===== config.mk =====
export PLATFORM = sky130hd
export DESIGN_NAME = plaintext_packer
export DESIGN_NICKNAME = d
export VERILOG_FILES = /design/src/rtl/decryption_pkg.sv /design/src/rtl/sync_fifo.sv /design/src/rtl/plaintext_packer.sv
export SDC_FILE = /design/constraint.sdc
export NUM_CORES = 1
export LEC_CHECK = 0
export ABC_CLOCK_PERIOD_IN_PS = 4100
export CAP_MARGIN = 0
export CORE_MARGIN = 2
export CORE_UTILIZATION = 63
export DETAILED_ROUTE_END_ITERATION = 7
export DONT_BUFFER_PORTS = 1
export PLACE_DENSITY = 0.79
export SLEW_MARGIN = 20
export SYNTH_ARGS = -nofsm -noshare
export SYNTH_HDL_FRONTEND = slang
export SYNTH_SLANG_ARGS = --single-unit

===== constraint.sdc =====
create_clock -name clk_sys -period 4.1 [get_ports clk_sys]
set_clock_uncertainty 0.1 [all_clocks]
set_input_delay 0.615 -clock clk_sys [delete_from_list [all_inputs] [get_ports clk_sys]]
set_output_delay 0.615 -clock clk_sys [all_outputs]
set_load 0.02 [all_outputs]

===== src/rtl/decryption_pkg.sv =====
// ----------------------------------------------------------------------------
// decryption_pkg
// Shared constants for the decryption datapath and the plaintext packer.
//   SYS_DWIDTH  : width of one decrypted character
//   MST_DWIDTH  : width of one packed output word (LANES characters)
//   END_CHAR    : message terminator character
//   LANES       : characters per packed word
//   LANE_W      : width of the lane counter
//   BYTES_W     : width of the byte-count field (holds 0..LANES)
// ----------------------------------------------------------------------------
package decryption_pkg;

    localparam int SYS_DWIDTH = 8;
    localparam int MST_DWIDTH = 32;
    localparam logic [SYS_DWIDTH-1:0] END_CHAR = 8'hFA;

    localparam int LANES   = MST_DWIDTH / SYS_DWIDTH;
    localparam int LANE_W  = $clog2(LANES);
    localparam int BYTES_W = $clog2(LANES) + 1;

    // Width of a FIFO occupancy counter able to hold 0..depth.
    function automatic int level_width(input int depth);
        return $clog2(depth) + 1;
    endfunction

endpackage


===== src/rtl/sync_fifo.sv =====
// ----------------------------------------------------------------------------
// sync_fifo
// Single-clock FIFO with show-ahead output (o_data is the head entry while
// the FIFO is non-empty, zero otherwise).
//   i_clk, i_rst : clock, asynchronous active-high reset
//   i_push       : write request; accepted when not full, or when full and a
//                  pop happens in the same cycle
//   i_data       : entry to write
//   i_pop        : read request; ignored when empty
//   o_data       : head entry
//   o_empty      : FIFO holds no entries
//   o_level      : number of entries held (0..DEPTH)
//   o_drop       : combinational pulse, a push was refused this cycle
// Pointers carry one extra wrap bit so full and empty are told apart by the
// MSB compare: equal low bits with differing MSB means full.
// ----------------------------------------------------------------------------
module sync_fifo #(
    parameter int WIDTH = 36,
    parameter int DEPTH = 4
) (
    input  logic                       i_clk,
    input  logic                       i_rst,
    input  logic                       i_push,
    input  logic [WIDTH-1:0]           i_data,
    input  logic                       i_pop,
    output logic [WIDTH-1:0]           o_data,
    output logic                       o_empty,
    output logic [$clog2(DEPTH):0]     o_level,
    output logic                       o_drop
);

    localparam int AW = $clog2(DEPTH);
    localparam logic [AW:0] PTR_ONE = {{AW{1'b0}}, 1'b1};

    logic [WIDTH-1:0] r_mem [DEPTH];
    logic [AW:0]      r_wptr;
    logic [AW:0]      r_rptr;

    logic w_empty;
    logic w_full;
    logic w_do_pop;
    logic w_do_push;

    always_comb begin
        w_empty   = (r_wptr == r_rptr);
        w_full    = (r_wptr[AW] != r_rptr[AW]) &&
                    (r_wptr[AW-1:0] == r_rptr[AW-1:0]);
        w_do_pop  = i_pop && !w_empty;
        // A pop in the same cycle frees the slot, so a full FIFO still accepts.
        w_do_push = i_push && (!w_full || w_do_pop);
    end

    always_ff @(posedge i_clk or posedge i_rst) begin
        if (i_rst) begin
            r_wptr <= '0;
            r_rptr <= '0;
        end else begin
            if (w_do_push) begin
                r_wptr <= r_wptr + PTR_ONE;
            end
            if (w_do_pop) begin
                r_rptr <= r_rptr + PTR_ONE;
            end
        end
    end

    // Storage is not reset: nothing is visible until a write has landed.
    always_ff @(posedge i_clk) begin
        if (w_do_push) begin
            r_mem[r_wptr[AW-1:0]] <= i_data;
        end
    end

    assign o_data  = w_empty ? '0 : r_mem[r_rptr[AW-1:0]];
    assign o_empty = w_empty;
    assign o_level = r_wptr - r_rptr;
    assign o_drop  = i_push && w_full && !w_do_pop;

endmodule


===== src/rtl/plaintext_packer.sv =====
// ----------------------------------------------------------------------------
// plaintext_packer
// Packs a stream of decrypted characters into MST_DWIDTH-bit words (lane 0 in
// the low byte) and buffers the words for a consumer with backpressure.
// A terminator character closes the current word early and marks it last;
// the terminator itself is never stored.
//   clk_sys    : clock, rising edge
//   rst        : asynchronous active-high reset
//   data_i     : decrypted character
//   valid_i    : data_i qualifier (no backpressure upstream)
//   data_o     : packed word at FIFO head
//   bytes_o    : valid bytes in data_o (0..4)
//   last_o     : word closes a message
//   valid_o    : FIFO non-empty
//   ready_i    : consumer takes the head word when valid_o & ready_i
//   level_o    : words buffered
//   overflow_o : sticky, a word was dropped because the FIFO was full
//   clr_i      : synchronous clear of overflow_o
// Handshake: a word transfers on a rising edge where valid_o and ready_i are
// both high; while valid_o is high and ready_i low, data_o/bytes_o/last_o
// hold. Completed words are staged one cycle before entering the FIFO, so a
// word appears on valid_o one cycle after the character that completed it.
// ----------------------------------------------------------------------------
module plaintext_packer
    import decryption_pkg::*;
#(
    parameter int SYS_DWIDTH = decryption_pkg::SYS_DWIDTH,
    parameter int MST_DWIDTH = decryption_pkg::MST_DWIDTH,
    parameter int FIFO_DEPTH = 4,
    parameter logic [SYS_DWIDTH-1:0] END_CHAR = decryption_pkg::END_CHAR
) (
    input  logic                          clk_sys,
    input  logic                          rst,
    input  logic [SYS_DWIDTH-1:0]         data_i,
    input  logic                          valid_i,
    output logic [MST_DWIDTH-1:0]         data_o,
    output logic [2:0]                    bytes_o,
    output logic                          last_o,
    output logic                          valid_o,
    input  logic                          ready_i,
    output logic [$clog2(FIFO_DEPTH):0]   level_o,
    output logic                          overflow_o,
    input  logic                          clr_i
);

    // FIFO entry layout: {last, bytes, word}
    localparam int FW = MST_DWIDTH + BYTES_W + 1;
    localparam logic [BYTES_W-1:0] FULL_BYTES = BYTES_W'(LANES);
    localparam logic [LANE_W-1:0]  LAST_LANE  = LANE_W'(LANES - 1);
    localparam logic [LANE_W-1:0]  LANE_ONE   = LANE_W'(1);

    logic [LANE_W-1:0]     r_lane;
    logic [MST_DWIDTH-1:0] r_acc;
    logic                  r_push_valid;
    logic [FW-1:0]         r_push_word;
    logic                  r_overflow;

    logic [FW-1:0]         w_head;
    logic                  w_empty;
    logic                  w_drop;
    logic                  w_is_term;

    assign w_is_term = (data_i == END_CHAR);

    // Accumulator and staging register. Unfilled lanes stay zero because the
    // accumulator is cleared every time a word leaves it.
    always_ff @(posedge clk_sys or posedge rst) begin
        if (rst) begin
            r_lane       <= '0;
            r_acc        <= '0;
            r_push_valid <= 1'b0;
            r_push_word  <= '0;
        end else begin
            r_push_valid <= 1'b0;
            if (valid_i) begin
                if (w_is_term) begin
                    r_push_valid <= 1'b1;
                    r_push_word  <= {1'b1, {1'b0, r_lane}, r_acc};
                    r_acc        <= '0;
                    r_lane       <= '0;
                end else if (r_lane == LAST_LANE) begin
                    r_push_valid <= 1'b1;
                    r_push_word  <= {1'b0, FULL_BYTES, data_i,
                                     r_acc[MST_DWIDTH-SYS_DWIDTH-1:0]};
                    r_acc        <= '0;
                    r_lane       <= '0;
                end else begin
                    r_acc[int'(r_lane)*SYS_DWIDTH +: SYS_DWIDTH] <= data_i;
                    r_lane <= r_lane + LANE_ONE;
                end
            end
        end
    end

    // Sticky overflow; a drop in the same cycle as clr_i keeps it set.
    always_ff @(posedge clk_sys or posedge rst) begin
        if (rst) begin
            r_overflow <= 1'b0;
        end else if (w_drop) begin
            r_overflow <= 1'b1;
        end else if (clr_i) begin
            r_overflow <= 1'b0;
        end
    end

    sync_fifo #(
        .WIDTH (FW),
        .DEPTH (FIFO_DEPTH)
    ) u_fifo (
        .i_clk   (clk_sys),
        .i_rst   (rst),
        .i_push  (r_push_valid),
        .i_data  (r_push_word),
        .i_pop   (ready_i),
        .o_data  (w_head),
        .o_empty (w_empty),
        .o_level (level_o),
        .o_drop  (w_drop)
    );

    assign valid_o    = !w_empty;
    assign data_o     = w_head[MST_DWIDTH-1:0];
    assign bytes_o    = w_head[MST_DWIDTH +: BYTES_W];
    assign last_o     = w_head[FW-1];
    assign overflow_o = r_overflow;

endmodule


# Word-level counts from Yosys, hierarchy flattened
# Memories as Yosys holds them, arrays and structs flattened.
# Index checks and enable logic that the tools add are counted.
[totals] out_inout_bits=41 word_cells=47 memories=1 register_bits=78 in_bits=13 ramBits=144
[memory_table] memory="u_fifo.r_mem" depth=4 word_bits=36 read_ports=1 rd_clocked_by_memory_dff=0 write_ports=1 line="sync_fifo.sv:35" text="logic [WIDTH-1:0] r_mem [DEPTH];"
[classes] shift=2 n_mux=15 n_reduce_logical=12 n_eq_ne=5 n_addsub=5
[ops] op="$mux W36" n=3
[ops] op="$mux W32" n=2
[ops] op="$neg A5 Y33" n=1
[ops] op="$shift A8 B33 Y32 const A" n=1
[ops] op="$shiftx A8 B33 Y32" n=1
[ops] op="$bwmux W32" n=1
[ops] op="$eq A8 B8 Y1 const B" n=1
[ops] op="$mux W1" n=7
[ops] op="$add A3 B1 Y3 const B" n=2
[ops] op="$logic_and A1 B1 Y1" n=5
[ops] op="$mux W2" n=2
[ops] op="$reduce_bool A2 Y1" n=2
[ops] op="$eq A3 B3 Y1" n=1
[ops] op="$logic_not A1 Y1" n=3
[ops] op="$sub A3 B3 Y3" n=1
[ops] op="$add A2 B1 Y2 const B" n=1
[ops] op="$eq A2 B2 Y1" n=1
[ops] op="$eq A2 B2 Y1 const B" n=1
[ops] op="$reduce_and A2 Y1" n=1
[ops] op="$logic_or A1 B1 Y1" n=1
[ops] op="$ne A1 B1 Y1" n=1

# Longest topological paths before layout
# Gate-level depths: netlist (run 1).
[depth] depth_word=7 ltp_mapped=8 mapped_depth_nobuf=6

# By module
# From an unflattened synthesis (run 1), not the netlist that was laid out.
[hier_totals] hier_cells=669 area_unflattened_um2=10029.6
[by_module_without_submodules] mod="sync_fifo" instances=1 area_per_inst_um2=6133.4 seq_area_each_um2=4474.3 cells_each=275
[by_module_without_submodules] mod="plaintext_packer" instances=1 area_per_inst_um2=3896.2 seq_area_each_um2=1801.7 cells_each=394

# Worst setup path before layout (run 1)
# OpenSTA, ideal clock, no wires.
[synth_timing] path_kind="reg2reg" start="reg u_fifo.r_rptr[1]" end="mem u_fifo.r_mem[3][0], enable pin" arrival_ns=2.542 slack_ns=1.060 path_buffers=2 synth_period_minus_slack_ns=3.040 stages_incl_launch_ff=8 required_time_ns=3.602 setup_time_ns=0.398 path_cell_list="dfrtp_1 > buf_2 > buf_1 > inv_1 > ha_1 > nand2_1 > o31a_1 > and2_1"
[synth_via] elab_chain_cells=7 word_cells_on_any_way=10 cone_classes="eq/ne: 2; mux: 2; reduce/logical: 6"
[synth_rtl] item="start: declaration" line="sync_fifo.sv:37" text="logic [AW:0] r_rptr;"
[synth_rtl] item="start signal: assignment" line="sync_fifo.sv:62" text="r_rptr <= r_rptr + PTR_ONE;"
[synth_rtl] item="$eq A3 B3 Y1 / $eq A2 B2 Y1 (equally long branches)" line="sync_fifo.sv:45, sync_fifo.sv:47"
[synth_rtl] item="$logic_not A1 Y1 / $logic_and A1 B1 Y1 (equally long branches)" line="sync_fifo.sv:48, sync_fifo.sv:46"
[synth_rtl] item="$logic_and A1 B1 Y1 / $logic_not A1 Y1 (equally long branches)" line="sync_fifo.sv:48, sync_fifo.sv:50"
[synth_rtl] item="$logic_or A1 B1 Y1 *" line="sync_fifo.sv:50" text="w_do_push = i_push && (!w_full || w_do_pop);"
[synth_rtl] item="$logic_and A1 B1 Y1 *" line="sync_fifo.sv:50"
[synth_rtl] item="$mux W1 *" line="sync_fifo.sv:69" text="if (w_do_push) begin"
[synth_rtl] item="$mux W1 (not written as such) *" line="sync_fifo.sv:70" text="r_mem[r_wptr[AW-1:0]] <= i_data;"
[synth_rtl] item="end: declaration" line="sync_fifo.sv:35"
# Mark *: on every way between the ends. The rest lies on a longest branch, timed or not.

# Final worst setup path (run 1)
[layout_timing] start="reg u_fifo.r_rptr[0]" end="out data_o[21]"
[layout_via] elab_chain_cells=2 word_cells_on_any_way=3 cone_classes="eq/ne: 1; mux: 1; memory: 1"
[layout_rtl] item="$mem_v2 Z4 W36 / $eq A3 B3 Y1 (equally long branches)"
[layout_rtl] item="$mux W36 *" line="sync_fifo.sv:74" text="assign o_data = w_empty ? '0 : r_mem[r_rptr[AW-1:0]];"
[layout_rtl] item="end: declaration" line="plaintext_packer.sv:36" text="output logic [MST_DWIDTH-1:0] data_o,"
# Marks and branches as above.

==> reports/results.ini, run 1 <==
[yosys]
synth_top_area_share_pct=49.3
syn_nets=492
syn-cell-area_um2=8770
async_flop_share_pct=35.1
synth_top_area_cell=edfxtp_1
synthCells=465
synth_warnings=0
synth_edf_count=144
ys_types=42
yosysSeqAreaShare_pct=71.5
syn_area_per_cell_um2=18.9
ys_ff_latch=222
synth.area.top_cells=edfxtp_1 49%, dfrtp_1 22%, mux4_2 9.2%, a22o_1 3.2%, mux2_4 2.9%
synthFlopType=edfxtp_1

[setup_path]
cp-end-kind=output pin
cp.arrival_ns=2.52
crit_path_start_kind=register
cp_data_required_time_ns=3.38
cp_max_fo=24
path_class=reg -> out

[power_and_ir_drop]
ir_worst_vdd_mv=0.434
powerDensity_nw_per_um2=753
total_power_mw=7.26
leakage_nw=3.65

[clock_network]
cts_hold_buf=0
clock-sinks=222
post_cts_buffers=0
cts-root-buf=clkbuf_16
clkLatencyLatePin_ns=0.49
cts_buffers=22
tritoncts=done
cts-htree-levels=1
clock_path_buffers=3
clkSlewWorstSetupHoldPaths_ns=0.06
cts_resized=0

[grt]
grt_start_max_net_pins=48
grt.total_usage_pct=22.2
antenna_found_initial=0
grt_pass1_vias=4507
grt_pass1_wl_um=25000
gr-total-overflow=0

[sta]
period_needed_ns=3.24
fin_crit_sh_pct=78.9
final_max_slew_viol_count=0
setup_viol=0
slew_headroom_pct=28.3
max_freq_ghz=0.309
worst_slew_pin_slew_ns=1.07
fin_tns_setup_ns=0
rsz0062_at_grt=false
hold_viol=0

[die]
rows=43
die_y_um=122
dieArea_um2=14900
ios=54
initial_core_util_pct=64.0
die_x_um=122
fp.coreArea_um2=13700

[route]
ant_nets=0
first_pass_iters=5
drcViolationCount=0
wl_um=15600
vias_per_cell=6.23
wl_per_cell_um=23.2
drt_iter0_drc=410
vias=4203

[cells_and_area]
layout.nets=506
diodes=0
final_layout_size_suffix_gt1_share_pct=22.2
syn2layout_area_growth_pct=9.88

[place]
dp_hpwl_um=9660
io_buffer_count=0
place_congestion=0.823

[run_status]
run_status=finished clean

[flow_run]
maxCapViolCount=0

[worst_hold_path]
min_path_type=in -> async

[worst max-delay path: stages (launching register included)]
cell and delay [ns]:
dfrtp_2 0.67, buf_4 0.50, mux4_2 0.57, and2_1 0.25
[through the flow]
step / instance area, µm² / hold slack, ns / setup WS, ns / utilization [%] / instances
after global routing: 9640 / 0.104 / 0.641 / 70.3 / 675
after floorplan: 8770 / 0.350 / 1.06 / - / 465
final: 9640 / 0.0601 / 0.864 / 70.3 / 675
after global placement: 8990 / 0.379 / 1.28 / 65.5 / 635
after detailed placement: 8990 / 0.382 / 1.20 / 65.5 / 635
after CTS: 9640 / 0.0728 / 0.766 / 70.3 / 675
[path summary, 6_finish.rpt]
check,start,endpoint,slack [ns],cells after the start
max,u_fifo.r_rptr[0]$_DFFE_PP0N_,data_o[21],0.86,3
min,rst,u_fifo.r_rptr[0]$_DFFE_PP0N_,0.06,1
max reg2reg,u_fifo.r_rptr[0]$_DFFE_PP0N_,u_fifo.r_mem[3][7]$_DFFE_PP_,1.30,4
min reg2reg,u_fifo.r_wptr[2]$_DFFE_PP0P_,u_fifo.r_wptr[2]$_DFFE_PP0P_,0.40,1
max in group asynchronous,rst,r_push_word[19]$_DFFE_PP0P_,2.93,2
min in group clk_sys,valid_i,r_push_word[28]$_DFFE_PP0P_,0.11,1
[logic make-up (layout without fill, tap and decap cells)]
group,Yosys count,count (layout),synth area share (%)
flip-flops,222,222,71.5
AND/OR/NAND/NOR,68,68,5.06
AO/OA/AOI/OAI,62,62,5.76
multiplexers,62,62,13.3
buffers and inverters,31,61,1.68
adder cells (fa/ha/maj),14,14,2.08
XOR/XNOR,6,6,0.599
[power breakdown]
| group | total [mW] | internal (mW) | switching (mW) |
|---|---|---|---|
| clock | 1.80 | 1.04 | 0.754 |
| sequential | 3.27 | 2.92 | 0.358 |
| combinational | 2.19 | 0.886 | 1.30 |
[per-layer routing]
metal	part of all wire [%]	vias to the layer above	global-route usage [%]
li1	-	1846	-
met1	41	2176	30.2
met2	49	147	37.1
met3	6.5	34	4.63
met4	2.6	0	5.96
met5	0	-	0
[registers in the layout (all words and copies together) (netlist names)]
register       count
u_fifo.r_rptr      3
r_push_valid       1
r_acc             32
u_fifo.r_wptr      3
u_fifo.r_mem     144
overflow_o         1
r_push_word       36
r_lane             2
[final cells by class]
| type | count | area, µm² |
|---|---|---|
| Inverter | 13 | 50.0 |
| Timing Repair Buffer | 8 | 85.1 |
| Clock inverter | 8 | 32.5 |
| Tap cell | 180 | 225 |
| Clock buffer | 32 | 619 |
| Sequential cell | 222 | 6280 |
| Fill cell | 830 | 4080 |
| Multi-Input combinational cell | 212 | 2350 |
[layout by cell type, fill, tap and decap left out, types with 4 or more instances in the layout]
| master | n |
|---|---|
| mux2_4 | 17 |
| and2_1 | 39 |
| a2bb2oi_1 | 6 |
| mux4_2 | 36 |
| edfxtp_1 | 144 |
| o21ai_2 | 5 |
| xnor2_1 | 5 |
| a22o_1 | 32 |
| clkbuf_1 | 8 |
| clkbuf_16 | 23 |
| dfrtp_1 | 77 |
| clkinv_1 | 6 |
| o21ai_0 | 4 |
| inv_1 | 11 |
| ha_1 | 13 |
| mux2_2 | 8 |
| o22ai_1 | 6 |
| buf_4 | 6 |
| nand2_1 | 7 |
[Yosys cell counts (5+ instances only)]
library cell / count
edfxtp_1: 144
mux2_2: 8
nand2_1: 7
inv_1: 12
and2_1: 40
xnor2_1: 5
o22ai_1: 6
ha_1: 13
mux2_4: 17
a22o_1: 32
clkbuf_1: 9
o21ai_2: 5
mux4_2: 36
dfrtp_1: 78
a2bb2oi_1: 6
No activity file was read; power rests on OpenSTA's default activity.
==> run 2: changes to the inputs <==
--- a/config.mk
+++ b/config.mk
@@ -5,13 +5,13 @@
 export SDC_FILE = /design/constraint.sdc
 export NUM_CORES = 1
 export LEC_CHECK = 0
-export ABC_CLOCK_PERIOD_IN_PS = 4100
+export ABC_CLOCK_PERIOD_IN_PS = 2800
 export CAP_MARGIN = 0
 export CORE_MARGIN = 2
-export CORE_UTILIZATION = 63
+export CORE_UTILIZATION = 57
 export DETAILED_ROUTE_END_ITERATION = 7
 export DONT_BUFFER_PORTS = 1
-export PLACE_DENSITY = 0.79
+export PLACE_DENSITY = 0.75
 export SLEW_MARGIN = 20
 export SYNTH_ARGS = -nofsm -noshare
 export SYNTH_HDL_FRONTEND = slang
==> constraint.sdc (replaced) <==
create_clock -name clk_sys -period 2.8 [get_ports clk_sys]
set_clock_uncertainty 0.1 [all_clocks]
set_input_delay 0.42 -clock clk_sys [delete_from_list [all_inputs] [get_ports clk_sys]]
set_output_delay 0.42 -clock clk_sys [all_outputs]
set_load 0.02 [all_outputs]
==> reports/results.ini, run 2 (synthesized netlist as in run 1, its figures left out) <==
[clock_network]
cts_buffers=22
tritoncts=done
cts-htree-levels=1
clkLatencyLatePin_ns=0.49
clock_path_buffers=3
clkSlewWorstSetupHoldPaths_ns=0.06
cts-root-buf=clkbuf_16
clock-sinks=222
post_cts_buffers=0

[grt]
grt.total_usage_pct=20.6
grt_pass1_vias=4551
gr-total-overflow=0
grt_pass1_wl_um=25600
antenna_found_initial=0
grt_start_max_net_pins=41

[die]
ios=54
fp.coreArea_um2=15100
dieArea_um2=16400
rows=45
initial_core_util_pct=57.9
die_x_um=128
die_y_um=128

[setup_path]
crit_path_start_kind=register
critical_path_buf_inv_count=1
cp-end-kind=output pin
cp.depth=3
critPathMaxStageDelay_ns=0.57
cp_data_required_time_ns=2.28
cp.arrival_ns=2.14
path_class=reg -> out
slowest_stage=mux4_2
cp_max_fo=38
rr_worst_depth=5
crit_path_cell_trace=clkbuf_8, mux4_2, and2_1
critPathTopFamily=multiplexers

[power_and_ir_drop]
power.share.sequential_pct=42.9
ir_worst_vdd_mv=0.601
p_clk_share_pct=26.7
intPower_mw=7.42
sw_frac_of_total_pct=32.6
p_switching_mw=3.60
combPwrFrac_pct=30.4
leakage_nw=3.74
powerDensity_nw_per_um2=1120

[route]
first_pass_iters=6
drcViolationCount=0
vias=4261
wl_per_cell_um=23.2
drt_iter0_drc=393
vias_per_cell=6.14
wl_um=16100
ant_nets=0

[flow_run]
maxCapViolCount=0

[cells_and_area]
finalCoreUtilization_pct=65.0
final_layout_size_suffix_gt1_share_pct=23.7
layout_commonest_cell=edfxtp_1
largest_reg_flops=144
final_cell_mix=144 x edfxtp_1, 77 x dfrtp_1, 36 x mux4_2, 36 x and2_1, 32 x a22o_1
syn2layout_area_growth_pct=12.2
diodes=0
layout.nets=517

[sta]
fin_crit_sh_pct=95.0
rsz0062_at_grt=false
period_needed_ns=2.66
worst_slew_pin_slew_ns=1.08
final_max_slew_viol_count=0
hold_viol=0
fin_tns_setup_ns=0
setup_viol=0
slew_headroom_pct=27.7
max_freq_ghz=0.376

[worst_hold_path]
min_path_cells=2
min_path_type=in -> reg

[run_status]
run_status=finished clean

[place]
io_buffer_count=0
place_congestion=0.829
dp_hpwl_um=9150

run 2: changes by cell type in the layout (fill, tap and decap cells not counted), sizes merged:
cell,change
bufinv,+2
buf,-1
clkinv,-2
clkbuf,+1
dlygate4sd3,+11
run 2: layout make-up:
class                   count  area [µm²]
repair buffers             19         189
well taps                 188         235
flip-flops and latches    222        6280
multi-input cells         212        2360
inverters                  13        50.0
clock buffers              32         649
clock inverters             8        87.6
fillers                   975        5300
run 2: power groups by stage:
| stage | logic (mW) | registers, mW | clock network [mW] |
|---|---|---|---|
| 6_report | 3.35 | 4.73 | 2.94 |
| 5_1_grt | 3.61 | 4.80 | 3.12 |
| 4_1_cts | 3.41 | 4.72 | 2.98 |
| 3_5_place_dp | 3.37 | 4.78 | 0 |
| 3_3_place_gp | 3.29 | 4.72 | 0 |
| 2_1_floorplan | 2.82 | 4.60 | 0 |
run 2: stage by stage:
stage	instances	power, mW	worst slack, ns	hold slack (ns)	instance area, µm²
final	694	11.0	0.140	0.0180	9840
after global placement	643	8.01	0.321	0.323	8990
after global routing	694	11.5	0.0222	0.0189	9840
after floorplan	465	7.42	0.152	0.350	8780
after CTS	694	11.1	0.0564	0.0109	9840
after detailed placement	643	8.14	0.203	0.327	8990
run 2: worst paths after layout:
kind,start,end,slack [ns]
worst min-delay path,ready_i,u_fifo.r_rptr[2]$_DFFE_PP0N_,0.02
min in group asynchronous,rst,r_push_word[10]$_DFFE_PP0P_,0.37
worst max-delay path,u_fifo.r_rptr[0]$_DFFE_PP0N_,data_o[6],0.14
max in group asynchronous,rst,u_fifo.r_rptr[0]$_DFFE_PP0N_,1.56
worst min register to register,u_fifo.r_rptr[2]$_DFFE_PP0N_,u_fifo.r_rptr[2]$_DFFE_PP0N_,0.40
worst max register to register,u_fifo.r_wptr[0]$_DFFE_PP0P_,u_fifo.r_mem[2][18]$_DFFE_PP_,0.19
run 2: layer usage:
layer | vias up | wire (µm) | global-route usage, %
li1 | 1877 | - | -
met1 | 2236 | 6670 | 28.0
met2 | 125 | 7970 | 34.6
met3 | 23 | 1150 | 4.55
met4 | 0 | 285 | 5.11
met5 | - | 0 | 0
run 2: timing repair:
action / 4_1_cts / 5_1_grt
pin swaps: 0 / 0
resized for setup: 1 / 1
hold buffers: 11 / 0
setup endpoints to repair: 36 / 6
endpoints found under the hold margin: 79 / 0
cloned: 0 / 0
==> run 3: changes to the inputs <==
--- a/config.mk
+++ b/config.mk
@@ -7,7 +7,6 @@
 export LEC_CHECK = 0
 export ABC_CLOCK_PERIOD_IN_PS = 2800
 export CAP_MARGIN = 0
-export CORE_MARGIN = 2
 export CORE_UTILIZATION = 57
 export DETAILED_ROUTE_END_ITERATION = 7
 export DONT_BUFFER_PORTS = 1
==> reports/results.ini, run 3 (synthesized netlist as in run 1, its figures left out) <==
[sta]
slew_headroom_pct=29.8
worst_slew_pin_slew_ns=1.05
max_freq_ghz=0.379
final_max_slew_viol_count=0
layout_setup_ws_ns=0.164
hold_viol=0
period_needed_ns=2.64
rsz0062_at_grt=false
fin_tns_setup_ns=0
setup_viol=0
fin_crit_sh_pct=94.1

[route]
drcViolationCount=0
wl_um=16400
wl_per_cell_um=23.8
ant_nets=0
vias_per_cell=6.14
vias=4234
drt_iter0_drc=326
first_pass_iters=4

[cells_and_area]
finalCoreUtilization_pct=66.5
diodes=0
final_area_um2=9810
layout_commonest_cell=edfxtp_1
largest_reg_flops=144
syn2layout_area_growth_pct=11.8
n_fill_cell=955
final_layout_size_suffix_gt1_share_pct=22.9
final_cell_mix=144 x edfxtp_1, 77 x dfrtp_1, 36 x mux4_2, 36 x and2_1, 32 x a22o_1
layout.nets=517

[die]
ios=54
dieArea_um2=15900
rows=44
die_x_um=126
fp.coreArea_um2=14800
initial_core_util_pct=59.5
die_y_um=126

[setup_path]
path_class=reg -> out
crit_path_start_kind=register
cp_max_fo=38
cp_data_required_time_ns=2.28
cp-end-kind=output pin
cp.arrival_ns=2.12

[clock_network]
clkSlewWorstSetupHoldPaths_ns=0.06
clock_path_buffers=3
cts-root-buf=clkbuf_16
cts-htree-levels=1
clock-sinks=222
tritoncts=done
cts_buffers=22
clkLatencyLatePin_ns=0.49
post_cts_buffers=0

[grt]
grt_pass1_wl_um=26100
grt_start_max_net_pins=48
grt_pass1_vias=4515
grt.total_usage_pct=21.9
gr-total-overflow=0
antenna_found_initial=0

[power_and_ir_drop]
powerDensity_nw_per_um2=1110
ir_worst_vdd_mv=0.496
leakage_nw=3.72

[place]
place_area_um2=8990
place_congestion=0.806
dpl_worst_slack_ns=0.168
io_buffer_count=0
dp_hpwl_um=9480

[run_status]
run_status=finished clean

[worst_hold_path]
min_path_type=in -> reg

[flow_run]
maxCapViolCount=0

==> run 3: through the flow <==
step                      instances  total power, mW  hold slack, ns
after floorplan                 465             7.42           0.350
after global placement          639             8.02           0.295
after detailed placement        639             8.16           0.295
after CTS                       690             11.0         0.00136
after global routing            690             11.4         0.00109
final                           690             10.9         0.00978
==> run 3: worst max-delay path: stages, from the launching register on <==
cell	delay, ns
dfrtp_2	0.38
buf_8	0.40
mux4_2	0.58
and2_1	0.25
==> run 3: what timing repair did <==
action	in CTS	in global routing
hold buffers	11	0
hold endpoints to repair	69	0
pin swaps	0	0
gates resized for setup	1	3
setup endpoints to repair	36	53
==> run 3: routing by layer <==
metal,GRT usage [%],wire length [µm],vias up
met5,0,0,-
met4,5.81,403,0
met3,4.21,958,34
li1,-,-,1871
met1,30.2,6990,2215
met2,36.4,8060,114
==> run 3: path summary, 6_finish.rpt <==
kind,from,endpoint,slack [ns],cells after the start
setup reg to reg,u_fifo.r_wptr[0]$_DFFE_PP0P_,u_fifo.r_mem[0][30]$_DFFE_PP_,0.17,5
max in group asynchronous,rst,u_fifo.r_rptr[0]$_DFFE_PP0N_,1.57,3
hold / removal,data_i[0],r_acc[0]$_DFFE_PP0P_,0.01,1
hold reg to reg,u_fifo.r_wptr[2]$_DFFE_PP0P_,u_fifo.r_wptr[2]$_DFFE_PP0P_,0.40,1
min in group asynchronous,rst,overflow_o$_DFFE_PP0P_,0.36,2
setup / recovery,u_fifo.r_rptr[0]$_DFFE_PP0N_,data_o[22],0.16,3
==> run 3: where the power goes <==
group	switching (mW)	internal, mW	total [mW]	leakage, nW
Sequential	0.454	4.27	4.73	2.35
Combinational	2.01	1.36	3.37	1.03
Clock	1.12	1.71	2.83	0.344
Total	3.58	7.34	10.9	3.72
==> run 3: layout make-up <==
| type | count | area, µm² | area share [%] |
|---|---|---|---|
| Sequential cell | 222 | 6280 | 64.0 |
| Tap cell | 184 | 230 | 2.35 |
| Clock buffer | 36 | 664 | 6.77 |
| Timing Repair Buffer | 19 | 190 | 1.94 |
| Multi-Input combinational cell | 212 | 2360 | 24.0 |
| Clock inverter | 4 | 42.5 | 0.434 |
| Inverter | 13 | 50.0 | 0.510 |
